### config.mk
export PLATFORM = sky130hd
export DESIGN_NAME = xbar_sched
export DESIGN_NICKNAME = d
export VERILOG_FILES = /design/src/rtl/xbar_pkg.sv /design/src/rtl/rr_arb3.sv /design/src/rtl/xbar_sched.sv
export SDC_FILE = /design/constraint.sdc
export NUM_CORES = 1
export LEC_CHECK = 0
export BUFFER_PORTS_ARGS = -buffer_cell sky130_fd_sc_hd__clkbuf_2
export CORE_ASPECT_RATIO = 0.6
export CORE_MARGIN = 2
export CORE_UTILIZATION = 53
export DETAILED_ROUTE_END_ITERATION = 6
export HOLD_SLACK_MARGIN = 0.1
export PLACE_DENSITY = 0.87
export SYNTH_ARGS = -nofsm -noshare
export SYNTH_HDL_FRONTEND = slang
export SYNTH_SLANG_ARGS = --single-unit
### constraint.sdc
create_clock -name clk -period 2.5 [get_ports clk]
set_input_delay 0.125 -clock clk [delete_from_list [all_inputs] [get_ports clk]]
set_output_delay 0.125 -clock clk [all_outputs]
set_load 0.005 [all_outputs]
### src/rtl/xbar_pkg.sv
// Shared constants and helpers for the crossbar scheduler and its arbiters.
package xbar_pkg;

    localparam int         NUM_PORTS = 3;
    localparam logic [1:0] SEL_IDLE  = 2'd3;

    // Low bit of the 2-bit select field that drives output o.
    function automatic int unsigned sel_field(input int unsigned o);
        return 2 * o;
    endfunction

    // (p + k) mod 3 for p, k in 0..3; the result never takes the value 3.
    function automatic logic [1:0] wrap3(input logic [1:0] p, input logic [1:0] k);
        logic [2:0] s;
        s = {1'b0, p} + {1'b0, k};
        if (s >= 3'd3) s = s - 3'd3;
        if (s >= 3'd3) s = s - 3'd3;
        return s[1:0];
    endfunction

endpackage

### src/rtl/rr_arb3.sv
// Three-request round-robin arbiter; the pointer marks the highest-priority request.
module rr_arb3
    import xbar_pkg::*;
(
    input  logic [2:0] req_i,
    input  logic [1:0] ptr_i,
    output logic [1:0] gnt_idx_o,
    output logic       gnt_vld_o
);

    logic [1:0] c0, c1, c2;

    assign c0 = wrap3(ptr_i, 2'd0);
    assign c1 = wrap3(ptr_i, 2'd1);
    assign c2 = wrap3(ptr_i, 2'd2);

    // Scan lowest priority first so the pointer's own candidate overwrites last.
    always_comb begin
        gnt_idx_o = SEL_IDLE;
        gnt_vld_o = 1'b0;
        if (req_i[c2]) begin
            gnt_idx_o = c2;
            gnt_vld_o = 1'b1;
        end
        if (req_i[c1]) begin
            gnt_idx_o = c1;
            gnt_vld_o = 1'b1;
        end
        if (req_i[c0]) begin
            gnt_idx_o = c0;
            gnt_vld_o = 1'b1;
        end
    end

endmodule

### src/rtl/xbar_sched.sv
// Registered 3x3 crossbar scheduler: per-output round-robin arbitration feeding a
// single pipeline register, with global backpressure and a saturating drop counter.
module xbar_sched
    import xbar_pkg::*;
#(
    parameter int DW    = 8,
    parameter int CNT_W = 8
) (
    input  logic             clk,
    input  logic             rst,
    input  logic [2:0]       in_valid,
    input  logic [DW-1:0]    in_data0,
    input  logic [DW-1:0]    in_data1,
    input  logic [DW-1:0]    in_data2,
    input  logic [1:0]       in_dest0,
    input  logic [1:0]       in_dest1,
    input  logic [1:0]       in_dest2,
    output logic [2:0]       in_ready,
    input  logic             out_ready,
    output logic [DW-1:0]    xb_in0,
    output logic [DW-1:0]    xb_in1,
    output logic [DW-1:0]    xb_in2,
    output logic [5:0]       xb_select,
    output logic [2:0]       xb_valid,
    output logic [CNT_W-1:0] drop_cnt
);

    function automatic logic [CNT_W-1:0] sat_add(input logic [CNT_W-1:0] a,
                                                 input logic [1:0]       b);
        logic [CNT_W:0] s;
        s = {1'b0, a} + {{(CNT_W-1){1'b0}}, b};
        return s[CNT_W] ? {CNT_W{1'b1}} : s[CNT_W-1:0];
    endfunction

    logic [1:0]    dest     [NUM_PORTS];
    logic [DW-1:0] data     [NUM_PORTS];
    logic [2:0]    req      [NUM_PORTS];
    logic [1:0]    gnt_idx  [NUM_PORTS];
    logic [2:0]    gnt_vld;
    logic [2:0]    won;
    logic [2:0]    dest_bad;
    logic [1:0]    n_drop;
    logic          adv;

    logic [1:0]       rr_q     [NUM_PORTS];
    logic [1:0]       rr_d     [NUM_PORTS];
    logic [DW-1:0]    xb_in_q  [NUM_PORTS];
    logic [DW-1:0]    xb_in_d  [NUM_PORTS];
    logic [5:0]       sel_q, sel_d;
    logic [2:0]       vld_q, vld_d;
    logic [CNT_W-1:0] drop_q, drop_d;

    assign dest[0] = in_dest0;
    assign dest[1] = in_dest1;
    assign dest[2] = in_dest2;
    assign data[0] = in_data0;
    assign data[1] = in_data1;
    assign data[2] = in_data2;

    assign adv = out_ready & ~rst;

    always_comb begin
        for (int o = 0; o < NUM_PORTS; o++) begin
            req[o] = '0;
            for (int i = 0; i < NUM_PORTS; i++)
                req[o][i] = in_valid[i] & (dest[i] == 2'(o));
        end
    end

    for (genvar o = 0; o < NUM_PORTS; o++) begin : g_arb
        rr_arb3 u_arb (
            .req_i     (req[o]),
            .ptr_i     (rr_q[o]),
            .gnt_idx_o (gnt_idx[o]),
            .gnt_vld_o (gnt_vld[o])
        );
    end

    // A source names a single output, so it can be the winner of at most one arbiter.
    always_comb begin
        won      = '0;
        dest_bad = '0;
        for (int o = 0; o < NUM_PORTS; o++)
            if (gnt_vld[o]) won[gnt_idx[o]] = 1'b1;
        for (int i = 0; i < NUM_PORTS; i++)
            dest_bad[i] = (dest[i] == SEL_IDLE);
    end

    assign in_ready = adv ? (won | dest_bad) : 3'b000;
    assign n_drop   = {1'b0, in_valid[0] & dest_bad[0]}
                    + {1'b0, in_valid[1] & dest_bad[1]}
                    + {1'b0, in_valid[2] & dest_bad[2]};

    always_comb begin
        sel_d  = '0;
        vld_d  = gnt_vld;
        drop_d = sat_add(drop_q, n_drop);
        for (int i = 0; i < NUM_PORTS; i++) begin
            xb_in_d[i] = won[i] ? data[i] : '0;
            rr_d[i]    = gnt_vld[i] ? wrap3(gnt_idx[i], 2'd1) : rr_q[i];
            sel_d[sel_field(i) +: 2] = gnt_vld[i] ? gnt_idx[i] : SEL_IDLE;
        end
    end

    // Pipeline register: loads only when the consumer advances.
    always_ff @(posedge clk) begin
        if (rst) begin
            sel_q  <= 6'h3F;
            vld_q  <= '0;
            drop_q <= '0;
            for (int i = 0; i < NUM_PORTS; i++) begin
                xb_in_q[i] <= '0;
                rr_q[i]    <= '0;
            end
        end else if (adv) begin
            sel_q  <= sel_d;
            vld_q  <= vld_d;
            drop_q <= drop_d;
            for (int i = 0; i < NUM_PORTS; i++) begin
                xb_in_q[i] <= xb_in_d[i];
                rr_q[i]    <= rr_d[i];
            end
        end
    end

    assign xb_in0    = xb_in_q[0];
    assign xb_in1    = xb_in_q[1];
    assign xb_in2    = xb_in_q[2];
    assign xb_select = sel_q;
    assign xb_valid  = vld_q;
    assign drop_cnt  = drop_q;

endmodule

# Word-level counts from Yosys, hierarchy flattened
# Memories as Yosys holds them, arrays and structs flattened.
# Cells that the tools add are included.
[totals]
register_bits = 17
latch_bits = 0
ram_bits = 30
memories = 2
in_bits = 36
elab_cells = 209
mem_bits_ro = 0
out_inout_bits = 44
[classes]
mux = 91
eq_ne = 9
bitwise_logic = 23
n_div = 0
n_mul = 0
add_sub_neg = 36
order_cmp = 39
shift = 0
n_reduce_logical = 6
[memory_table]
columns = ["name", "depth", "width", "read_ports", "rd_ports_with_merged_regs", "write_ports", "line", "source"]
rows = [
  ["xb_in_q", 3, 8, 3, 0, 3, "xbar_sched.sv:47", "logic [DW-1:0] xb_in_q [NUM_PORTS];"],
  ["rr_q", 3, 2, 3, 0, 3, "xbar_sched.sv:45", "logic [1:0] rr_q [NUM_PORTS];"],
]
[op_table]
columns = ["cell", "count"]
rows = [
  ["3-bit by 2-bit >= comparator with 1-bit output, second input constant", 21],
  ["2-bit 2-to-1 mux", 30],
  ["8-bit 2-to-1 mux", 7],
  ["3-bit 2-to-1 mux", 16],
  ["2-bit by 3-bit < comparator with 1-bit output, second input constant", 12],
  ["3-bit by 2-bit subtractor with 3-bit output, second input constant", 9],
  ["1-bit 2-to-1 mux", 26],
  ["2-bit subtractor, second input constant", 12],
  ["2-bit by 1-bit adder with 3-bit output, second input constant", 6],
  ["1-bit binary-select mux with 2-bit select", 9],
  ["1-bit AND", 13],
  ["2-bit == test, second input constant", 6],
  ["2-bit by 2-bit adder with 3-bit output, second input constant", 3],
  ["8-bit by 2-bit adder with 9-bit output", 1],
  ["3-bit bitwise OR", 3],
  ["2-bit by 2-bit subtractor with 3-bit output, second input constant", 3],
  ["1-bit demux with 2-bit select", 3],
  ["2-bit by 1-bit == test with 1-bit output, second input constant", 3],
  ["2-bit by 1-bit >= comparator with 1-bit output, second input constant", 3],
  ["2-bit >= comparator, second input constant", 3],
  ["2-bit zero test", 3],
  ["1-bit bitwise OR", 6],
  ["1-bit logical AND", 3],
  ["1-bit by 1-bit adder with 2-bit output", 1],
  ["2 further kinds", 2],
]

# Longest topological paths before layout
# Gate-level depths: netlist of run 1.
[logic_depth]
depth_word = 21
depth_mapped = 11
mapped_depth_nobuf = 10

# By module
# Synthesis of run 1 repeated with hierarchy kept, for this count alone.
[unflattened]
cells_unflattened = 299
hier_area_um2 = 2929.1
[modules_own_cells]
columns = ["mod", "seq_area_each_um2", "cells_each", "n_inst", "area_per_inst_um2"]
rows = [
  ["xbar_sched", 1241.2, 203, 1, 2264.7],
  ["rr_arb3", 0.0, 32, 3, 221.5],
]

# Worst setup path after synthesis of run 1
# Ideal clock, no wire load.
[synth_timing]
kind = "reg-to-output"
start = "memory rr_q[0][0]"
end = "output in_ready[1]"
stages_incl_launch_ff = 11
t_arrival_ns = 2.096
path_buffers = 1
slack_ns = 0.279
required_ns = 2.375
path_cell_list = "edfxtp_1 inv_1 ha_1 clkbuf_1 or3_1 o2111ai_1 o21ai_0 inv_1 ha_1 nand3_2 a41oi_1"
[synth_rtl]
columns = ["element", "line", "source"]
rows = [
  ["from (decl)", "xbar_sched.sv:45", ""],
  ["to (decl)", "xbar_sched.sv:18", "output logic [2:0] in_ready,"],
]

==> results of run 1 <==
==> cell usage after synthesis (2+ instances only) <==
| master | number | share of area |
|---|---|---|
| and3b_2 | 2 | 0.0069 |
| a41oi_1 | 3 | 0.0091 |
| a31oi_1 | 29 | 0.063 |
| dfxtp_1 | 17 | 0.12 |
| o2111ai_1 | 3 | 0.0091 |
| xor2_1 | 2 | 0.0061 |
| mux2i_1 | 4 | 0.014 |
| nor4b_1 | 2 | 0.0061 |
| ha_1 | 18 | 0.078 |
| and3b_1 | 2 | 0.0061 |
| o21ai_0 | 14 | 0.024 |
| nand4_1 | 3 | 0.0065 |
| a22o_1 | 3 | 0.0091 |
| nor2b_1 | 4 | 0.0086 |
| and2_1 | 5 | 0.011 |
| nand3_2 | 6 | 0.021 |
| a211o_1 | 2 | 0.0061 |
| inv_1 | 16 | 0.021 |
| clkbuf_1 | 14 | 0.018 |
| fa_1 | 2 | 0.014 |
| a21oi_1 | 13 | 0.022 |
| edfxtp_1 | 30 | 0.31 |
| nand2_1 | 35 | 0.045 |
| a21o_1 | 3 | 0.0078 |
| and3_1 | 3 | 0.0065 |
| or3b_2 | 2 | 0.0061 |
| nand3b_1 | 5 | 0.013 |
| nand3_1 | 8 | 0.014 |
| nor2_1 | 19 | 0.025 |
| or3_1 | 4 | 0.0086 |
| nor3_1 | 8 | 0.014 |
==> metal layers <==
metal  vias up  share of wire
met5         -              0
met4         0          0.038
met3        41          0.096
met2       194           0.46
met1      1373           0.40
li1       1317              -
==> power breakdown <==
group	switching, mW	internal, mW	leakage (nW)
Sequential	0.0233	0.866	0.468
Combinational	0.313	0.232	1.04
Clock	0.266	0.224	0.0482
Total	0.603	1.32	1.56
==> per-stage QoR <==
stage / util / std cells / cell area (µm²)
2_1_floorplan: - / 301 / 2890
3_3_place_gp: 0.662 / 444 / 3410
3_5_place_dp: 0.662 / 444 / 3410
4_1_cts: 0.709 / 458 / 3660
5_1_grt: 0.741 / 466 / 3820
6_report: 0.741 / 466 / 3820
==> flip-flops by register name, indices dropped and copies added, names as in the netlist <==
signal and count:
xb_select 6, rr_q 6, xb_in_q 24, xb_valid 3, drop_cnt 8
==> timing repair <==
item                                   CTS  global route
pin swaps                                4            11
setup endpoints to repair                4             8
resized for setup                       21            23
endpoints found under the hold margin    0             0
setup buffers                            6             8
hold buffers                             0             0
==> area by class of cell <==
cell class,instances,share of cell area
flip-flops and latches,47,0.325
well taps,66,0.0216
inverters,16,0.0157
multi-input cells,223,0.457
clock inverters,1,0.00131
clock buffers,7,0.0226
repair buffers,106,0.157
==> tightest hold or removal path, cell delays in order <==
cell and delay, ps:
clkbuf_2 80, nand2_1 40, a31oi_1 30
==> path summary, 6_finish.rpt <==
check / from / slack [ps] / depth (start not counted) / end
worst max-delay path: rr_q[0][3] / -50 / 10 / in_ready[1]
worst min-delay path: in_data1[4] / 120 / 3 / xb_in_q[0][12]
worst max register to register: rr_q[0][0] / 90 / 11 / xb_in_q[0][14]
worst min register to register: xb_valid[0] / 480 / 1 / xb_valid[0]
==> kinds of logic (layout without fill, tap and decap cells) <==
group / count (synthesis) / after routing / synth area share
buf+inv: 31 / 130 / 0.0415
flops: 47 / 47 / 0.429
xor+xnor: 3 / 3 / 0.00908
compound gates: 80 / 80 / 0.189
mux: 4 / 4 / 0.0138
fa+ha+maj: 21 / 21 / 0.0955
simple gates: 115 / 115 / 0.222
==> flow_metrics.env, run 1 <==
export IMPL_run_status="finished, violations left"
export IMPL_violations="setup timing"
export IMPL_drt_first_iter_violations=292
export IMPL_syn_inst=301
export IMPL_timing_final_crit_share=1.02
export IMPL_clk_latency_ps=310
export IMPL_cts_tree="done"
export IMPL_power_density_nw_per_um2=504
export IMPL_diodes=0
export IMPL_yosysSeqAreaShare=0.429
export IMPL_fp_dieH_um=61.2
export IMPL_grt_pass1_vias=2516
export IMPL_critPathMaxFanout=7
export IMPL_drt_wl_total_um=8790
export IMPL_use_met1=0.342
export IMPL_first_pass_iters=5
export IMPL_critPathSlowestCell="edfxtp_1"
export IMPL_crit_path_frequent_cell="ha_4"
export IMPL_multiInputGateArea_um2=1740
export IMPL_clkTransAtPathRegs_ps=100
export IMPL_critical_path_endpoint_type="output port"
export IMPL_use_met3=0.0602
export IMPL_crit_required_ps=2380
export IMPL_crit_type="reg2out"
export IMPL_route_detailed_drc=0
export IMPL_synth_edf_count=30
export IMPL_async_flop_share=0
export IMPL_maxSlewViolCount=0
export IMPL_rows=20
export IMPL_crit_arrival_ps=2430
export IMPL_place_gp_congestion=0.975
export IMPL_hold_path_class="in2reg"
export IMPL_antenna_found_initial=0
export IMPL_clockRootBuffer="clkbuf_8"
export IMPL_ios=80
export IMPL_synth_area_um2=2890
export IMPL_timing_setup_tns_ps=-80.7
export IMPL_holdWs_ps=118
export IMPL_die_x_um=99.4
export IMPL_ant_nets=0
export IMPL_dp_hpwl_um=5440
export IMPL_dp_slack_ps=-11.4
export IMPL_setup_ws_ps=-51.1
export IMPL_detailroute_via_count=2925
export IMPL_rsz0062_at_grt="true"
export IMPL_power_total_mw=1.92
export IMPL_grt_max_degree=35
export IMPL_max_stage_delay_ps=430
export IMPL_relSlewSlack=0.680
export IMPL_core_area_um2=5150
export IMPL_grt_busiest_layer="met2"
export IMPL_cts_buffers=5
export IMPL_htree_levels=2
export IMPL_dieArea_um2=6090
export IMPL_synth_ff_latch_count=47
export IMPL_synth_cell_types=51
export IMPL_crit_path_cell_trace="inv_1 -> ha_4 -> or3_4 -> o2111ai_2 -> o21a_1 -> buf_6 -> ha_4 -> nand3_4 -> a41oi_2 -> buf_2"
export IMPL_finClkSkew_ps=12.5
export IMPL_cts_buffer_depth=2
export IMPL_register_area_um2=1240
export IMPL_timing_fmax_mhz=392
export IMPL_final_cell_mix="78 x clkbuf_2, 35 x nand2_1, 30 x edfxtp_1"
export IMPL_period_needed_ps=2550
export IMPL_fillers=356
export IMPL_report_final_hold_viol_count=0
export IMPL_tightest_slew_ps=476
export IMPL_met2_usage=0.432
export IMPL_clock_sinks=47
export IMPL_cp_top_family="compound AO/OA/AOI/OAI gates"
export IMPL_portBuffers=79
export IMPL_synth_ff_type="edfxtp_1"
export IMPL_synth_area_per_cell_um2=9.61
export IMPL_yosysWarnings=0
export IMPL_initial_utilization=0.561
export IMPL_grt_use_total=0.261
export IMPL_grt_pass1_wl_um=12200
export IMPL_finalSetupViolCount=2
export IMPL_drive_above_1_share=0.400
export IMPL_crit_buf_inv=3
export IMPL_maxCapViolations=0
export IMPL_synth_fp_nets=357
export IMPL_final_common_cell="clkbuf_2"
export IMPL_grt_ovfl_total=0
export IMPL_p_leak_nw=1.56
export IMPL_cp_start_kind="flop"
export IMPL_wl_per_cell_um=18.9
export IMPL_max_vdd_ir_drop_uv=255
export IMPL_area_delta_synth_final_pct=31.9
export IMPL_routed_via_density=6.28
export IMPL_final_nets=455
Power figures use the tool's default switching activity.
==> inputs of run 2 (changes only) <==
- BUFFER_PORTS_ARGS: -buffer_cell sky130_fd_sc_hd__clkbuf_2 -> unset
- CORE_UTILIZATION: 53 -> 63
- DONT_BUFFER_PORTS: unset -> 1
- PLACE_DENSITY: 0.87 -> 0.85
==> run 2 against run 1 <==
  * Critical endpoint is now in_ready[0]
  * Utilization rose by 11 points
  * Die area fell by 15%
  * Routed wire length rose by 16%
  * Largest power group unchanged
  * Flip-flop and latch count did not move
  * Largest cell class unchanged
  * The run still ends with setup timing left
  * Clock power rose by 17%
  * Critical path type unchanged
  * Cell count fell by 9.7%
  * Combinational power rose by 0.9%
  * Highest routed layer unchanged
  * First-iteration DRC count rose by 61%
==> flow_metrics.env, run 2 (synthesis gave the netlist of run 1 again) <==
export IMPL_grt_pass1_vias=2398
export IMPL_crit_path_frequent_cell="buf_4"
export IMPL_initial_utilization=0.644
export IMPL_cts_buffers=5
export IMPL_grt_max_degree=29
export IMPL_crit_buf_inv=2
export IMPL_cp_start_kind="flop"
export IMPL_timing_setup_tns_ps=-461
export IMPL_crit_type="reg2out"
export IMPL_maxSlewViolCount=0
export IMPL_p_leak_nw=1.39
export IMPL_final_cell_mix="35 x nand2_1, 35 x buf_4, 30 x edfxtp_1"
export IMPL_place_gp_congestion=0.958
export IMPL_timing_final_crit_share=1.05
export IMPL_clock_sinks=47
export IMPL_crit_required_ps=2380
export IMPL_critPathMaxFanout=9
export IMPL_dp_cells=355
export IMPL_dp_slack_ps=-70.8
export IMPL_power_switching_mw=0.626
export IMPL_register_area_um2=1240
export IMPL_htree_levels=2
export IMPL_placed_area_um2=2960
export IMPL_first_pass_iters=5
export IMPL_rows=19
export IMPL_critical_path_endpoint_type="output port"
export IMPL_finClkSkew_ps=5.74
export IMPL_regMostFlops="xb_in_q"
export IMPL_setup_ws_ps=-137
export IMPL_rsz0062_at_grt="true"
export IMPL_clockRootBuffer="clkbuf_8"
export IMPL_area_delta_synth_final_pct=32.7
export IMPL_timing_fmax_mhz=379
export IMPL_grt_pass1_wl_um=12000
export IMPL_detailroute_via_count=3032
export IMPL_grt_ovfl_total=0
export IMPL_final_cells=421
export IMPL_cts_buffer_depth=2
export IMPL_cts_tree="done"
export IMPL_drive_above_1_share=0.279
export IMPL_final_nets=413
export IMPL_core_area_um2=4490
export IMPL_utilization=0.855
export IMPL_clkTransAtPathRegs_ps=90
export IMPL_violations="setup timing"
export IMPL_internal_power_mw=1.40
export IMPL_p_sw_frac=0.310
export IMPL_combPwrFrac=0.271
export IMPL_routed_via_density=7.20
export IMPL_route_detailed_drc=0
export IMPL_fillers=215
export IMPL_crit_arrival_ps=2510
export IMPL_maxCapViolations=0
export IMPL_fp_dieH_um=56.5
export IMPL_max_vdd_ir_drop_uv=422
export IMPL_design_area_um2=3840
export IMPL_power_density_nw_per_um2=527
export IMPL_seqPwrFrac=0.445
export IMPL_diodes=0
export IMPL_relSlewSlack=0.277
export IMPL_ios=80
export IMPL_portBuffers=0
export IMPL_dp_hpwl_um=4850
export IMPL_critPathSlowestCell="nor4b_1"
export IMPL_largest_reg_flops=24
export IMPL_max_stage_delay_ps=460
export IMPL_wl_per_cell_um=24.2
export IMPL_drt_first_iter_violations=471
export IMPL_dieArea_um2=5170
export IMPL_ant_nets=0
export IMPL_holdWs_ps=95.2
export IMPL_power_total_mw=2.02
export IMPL_report_final_hold_viol_count=0
export IMPL_cp_top_family="simple AND/OR/NAND/NOR gates"
export IMPL_die_x_um=91.5
export IMPL_run_status="finished, violations left"
export IMPL_tightest_slew_ps=1080
export IMPL_clk_latency_ps=320
export IMPL_multiInputGateArea_um2=1800
export IMPL_grt_use_total=0.296
export IMPL_period_needed_ps=2640
export IMPL_clkPwrFrac=0.284
export IMPL_hold_path_class="in2reg"
export IMPL_crit_path_cell_trace="buf_4 -> ha_4 -> nor4b_1 -> a21oi_1 -> o21ai_0 -> buf_4 -> ha_1 -> nand3_2 -> a41oi_2"
export IMPL_antenna_found_initial=0
export IMPL_drt_wl_total_um=10200
export IMPL_finalSetupViolCount=7
-- run 2: cell types whose count changed in the layout (fill, tap and decap cells not counted), sizes merged --
cell         change
dlygate4sd3     +26
clkinv           +1
bufinv           +1
buf              +9
clkbuf          -79
-- run 2: area by class of cell --
class	instances	share of cell area
timing repair buffer	64	0.143
clock buffer	5	0.0179
tap	63	0.0205
multi-input combinational	223	0.469
sequential	47	0.323
clock inverter	3	0.0101
inverter	16	0.0156
-- run 2: routing by layer --
metal	wire, µm	GRT usage
met1	3750	0.401
met2	4560	0.483
met3	1170	0.0685
met4	700	0.0801
met5	0	0
-- run 2: power by group through the flow --
stage               combinational [mW]  sequential (mW)  clock (mW)
floorplan                        0.246            0.903           0
global placement                 0.302            0.909           0
detailed placement               0.311            0.911           0
CTS                              0.395            0.895       0.552
global route                     0.573            0.903       0.595
finish                           0.549            0.899       0.574
-- run 2: final timing paths --
| check | start | to | slack (ps) | depth (start not counted) |
|---|---|---|---|---|
| max | rr_q[0][2] | in_ready[0] | -140 | 9 |
| min | rst | xb_valid[0] | 100 | 2 |
| max reg2reg | rr_q[0][2] | xb_in_q[0][21] | -50 | 11 |
| min reg2reg | xb_valid[2] | xb_valid[2] | 510 | 1 |
-- run 2: worst register-to-register path: cells and delay by family (launching register included) --
family / cells / cell delay [ps]
simple gates: 2 / 580
buf+inv: 4 / 560
flops: 1 / 410
fa+ha+maj: 2 / 390
compound gates: 3 / 330
-- run 2: timing repair --
action,in CTS,in global routing
hold endpoints to repair,40,0
gates resized for setup,20,35
pin swaps,4,17
buffers inserted,0,32
hold buffers,26,0
setup endpoints to repair,22,8
==> inputs of run 3 (changes only) <==
- CORE_UTILIZATION: 63 -> 64
- HOLD_SLACK_MARGIN: 0.1 -> 0.08
- PLACE_DENSITY: 0.85 -> 0.86
- SYNTH_HIERARCHICAL: unset -> 1
- clock period: 2.5 -> 3 ns (I/O delays scaled with it)
==> run 3 against run 2 <==
  * The run ends with DRC left
  * Non-clock buffer count decreased by 23
  * Area after synthesis increased by 1.2%
  * Synthesized cell count decreased by 0.66%
  * First-iteration DRC count decreased by 35%
  * Global-route usage decreased by 0.72 points
  * Combinational power decreased by 7.1%
  * Via count decreased by 17%
==> flow_metrics.env, run 3 <==
export IMPL_cp_start_kind="flop"
export IMPL_clk_latency_ps=310
export IMPL_synth_area_leaders="edfxtp_1 31%, dfxtp_1 12%, ha_1 9.0%, and2_1 5.8%, mux2i_1 4.1%"
export IMPL_crit_arrival_ps=2780
export IMPL_regMostFlops="xb_in_q"
export IMPL_cts_tree="done"
export IMPL_synth_top_cell_area_share=0.308
export IMPL_dp_hpwl_um=4450
export IMPL_async_flop_share=0
export IMPL_grt_ovfl_total=0
export IMPL_crit_buf_inv=4
export IMPL_core_area_um2=4490
export IMPL_power_density_nw_per_um2=505
export IMPL_grt_pass1_vias=2261
export IMPL_synth_ff_latch_count=47
export IMPL_synth_area_um2=2930
export IMPL_htree_levels=2
export IMPL_grt_max_degree=25
export IMPL_wl_per_cell_um=19.4
export IMPL_drt_first_iter_violations=305
export IMPL_finalSetupViolCount=0
export IMPL_dieArea_um2=5150
export IMPL_synth_fp_nets=358
export IMPL_routed_via_density=6.31
export IMPL_ant_nets=0
export IMPL_yosysSeqAreaShare=0.424
export IMPL_power_switching_mw=0.549
export IMPL_critPathMaxFanout=5
export IMPL_relSlewSlack=0.500
export IMPL_critPathSlowestCell="edfxtp_1"
export IMPL_period_needed_ps=2930
export IMPL_crit_type="reg2out"
export IMPL_synth_area_per_cell_um2=9.80
export IMPL_power_total_mw=1.78
export IMPL_largest_reg_flops=24
export IMPL_max_stage_delay_ps=470
export IMPL_clkTransAtPathRegs_ps=100
export IMPL_rows=19
export IMPL_place_gp_congestion=0.868
export IMPL_synth_edf_count=30
export IMPL_internal_power_mw=1.23
export IMPL_hold_path_class="in2reg"
export IMPL_max_vdd_ir_drop_uv=335
export IMPL_run_status="finished, violations left"
export IMPL_finClkSkew_ps=14.2
export IMPL_timing_final_crit_share=0.976
export IMPL_grt_pass1_wl_um=11500
export IMPL_synth_commonest_cells="30 x edfxtp_1, 30 x nor2_1, 27 x and2_1"
export IMPL_ff2ff_setup_slack_ps=110
export IMPL_final_nets=392
export IMPL_cts_buffers=5
export IMPL_maxCapViolations=0
export IMPL_portBuffers=0
export IMPL_clkPwrFrac=0.279
export IMPL_first_pass_iters=7
export IMPL_report_final_hold_viol_count=0
export IMPL_final_cell_mix="30 x nor2_1, 30 x edfxtp_1, 27 x and2_1, 27 x dlygate4sd3_1, 20 x nand2_1"
export IMPL_p_leak_nw=1.48
export IMPL_seqPwrFrac=0.434
export IMPL_maxSlewViolCount=0
export IMPL_route_detailed_drc=2
export IMPL_timing_fmax_mhz=341
export IMPL_drive_above_1_share=0.186
export IMPL_p_sw_frac=0.309
export IMPL_initial_utilization=0.652
export IMPL_area_delta_synth_final_pct=20.1
export IMPL_drt_wl_total_um=7710
export IMPL_combPwrFrac=0.287
export IMPL_clock_sinks=47
export IMPL_cts_buffer_depth=2
export IMPL_diodes=0
export IMPL_antenna_found_initial=0
export IMPL_fp_dieH_um=56.4
export IMPL_synth_ff_type="edfxtp_1"
export IMPL_crit_required_ps=2850
export IMPL_yosysWarnings=6
export IMPL_syn_inst=299
export IMPL_critical_path_endpoint_type="output port"
export IMPL_cp_top_family="compound AO/OA/AOI/OAI gates"
export IMPL_clockRootBuffer="clkbuf_8"
export IMPL_die_x_um=91.3
export IMPL_tightest_slew_ps=749
export IMPL_synth_cell_types=47
export IMPL_crit_path_cell_trace="inv_1 -> ha_1 -> mux2i_1 -> o21ai_0 -> a31oi_1 -> inv_1 -> ha_1 -> a222oi_1 -> buf_4 -> buf_4 -> a21oi_1"
export IMPL_timing_setup_tns_ps=0
export IMPL_ios=80
export IMPL_yosys_area_top_type="edfxtp_1"
export IMPL_detailroute_via_count=2505
export IMPL_violations="DRC"
export IMPL_grt_use_total=0.289
-- run 3: changes by cell type after synthesis, sizes merged, moves of 11 or more --
cell    before  now
buf          1   13
nor2        19   30
a31oi       29    8
nand2       35   20
clkbuf      14    1
and2         5   27
-- run 3: cell families after synthesis --
family                   after synthesis  synth area share
AND/OR/NAND/NOR                      128             0.248
AO/OA/AOI/OAI                         57             0.130
flip-flops                            47             0.424
buffers and inverters                 32            0.0538
adder cells (fa/ha/maj)               23             0.103
multiplexers                          12            0.0410
-- run 3: worst paths after layout --
path	startpoint	to	depth (start not counted)
max	rr_q[0][5]	in_ready[0]	11
min reg2reg	xb_valid[0]	xb_valid[0]	2
min	rst	rr_q[0][0]	1
max reg2reg	rr_q[0][5]	xb_in_q[0][6]	11
-- run 3: cell type report --
class | instances | area, µm²
Clock inverter | 3 | 47.5
Clock buffer | 5 | 68.8
Inverter | 18 | 67.6
Fill cell | 280 | 976
Multi-Input combinational cell | 220 | 1640
Tap cell | 63 | 78.8
Timing Repair Buffer | 41 | 375
Sequential cell | 47 | 1240
-- run 3: repair_timing --
item	in CTS	in global routing
pin swaps	1	6
setup buffers	1	7
setup endpoints to repair	9	27
gates resized for setup	0	24
hold endpoints to repair	44	0
hold buffers	27	0
-- run 3: power groups by stage --
| stage | clock network (mW) | registers [mW] | logic [mW] |
|---|---|---|---|
| after global routing | 0.518 | 0.775 | 0.553 |
| after global placement | 0 | 0.779 | 0.352 |
| after floorplan | 0 | 0.771 | 0.310 |
| after detailed placement | 0 | 0.781 | 0.366 |
| after CTS | 0.484 | 0.767 | 0.406 |
| final | 0.496 | 0.771 | 0.510 |
-- run 3: routing by layer --
layer	GRT usage	wire length [µm]
met5	0	0
met4	0.128	337
met3	0.0805	689
met2	0.460	3570
met1	0.372	3110
-- run 3: stage by stage --
step | worst slack [ps] | area [µm²] | instances | hold slack, ps | util
2_1_floorplan | 332 | 2930 | 299 | 348 | -
3_3_place_gp | 50.4 | 2960 | 354 | 222 | 0.659
3_5_place_dp | -76.1 | 2960 | 354 | 227 | 0.659
4_1_cts | 54.4 | 3360 | 390 | 84.0 | 0.747
5_1_grt | -55.1 | 3520 | 397 | 85.7 | 0.783
6_report | 70.8 | 3520 | 397 | 86.0 | 0.783
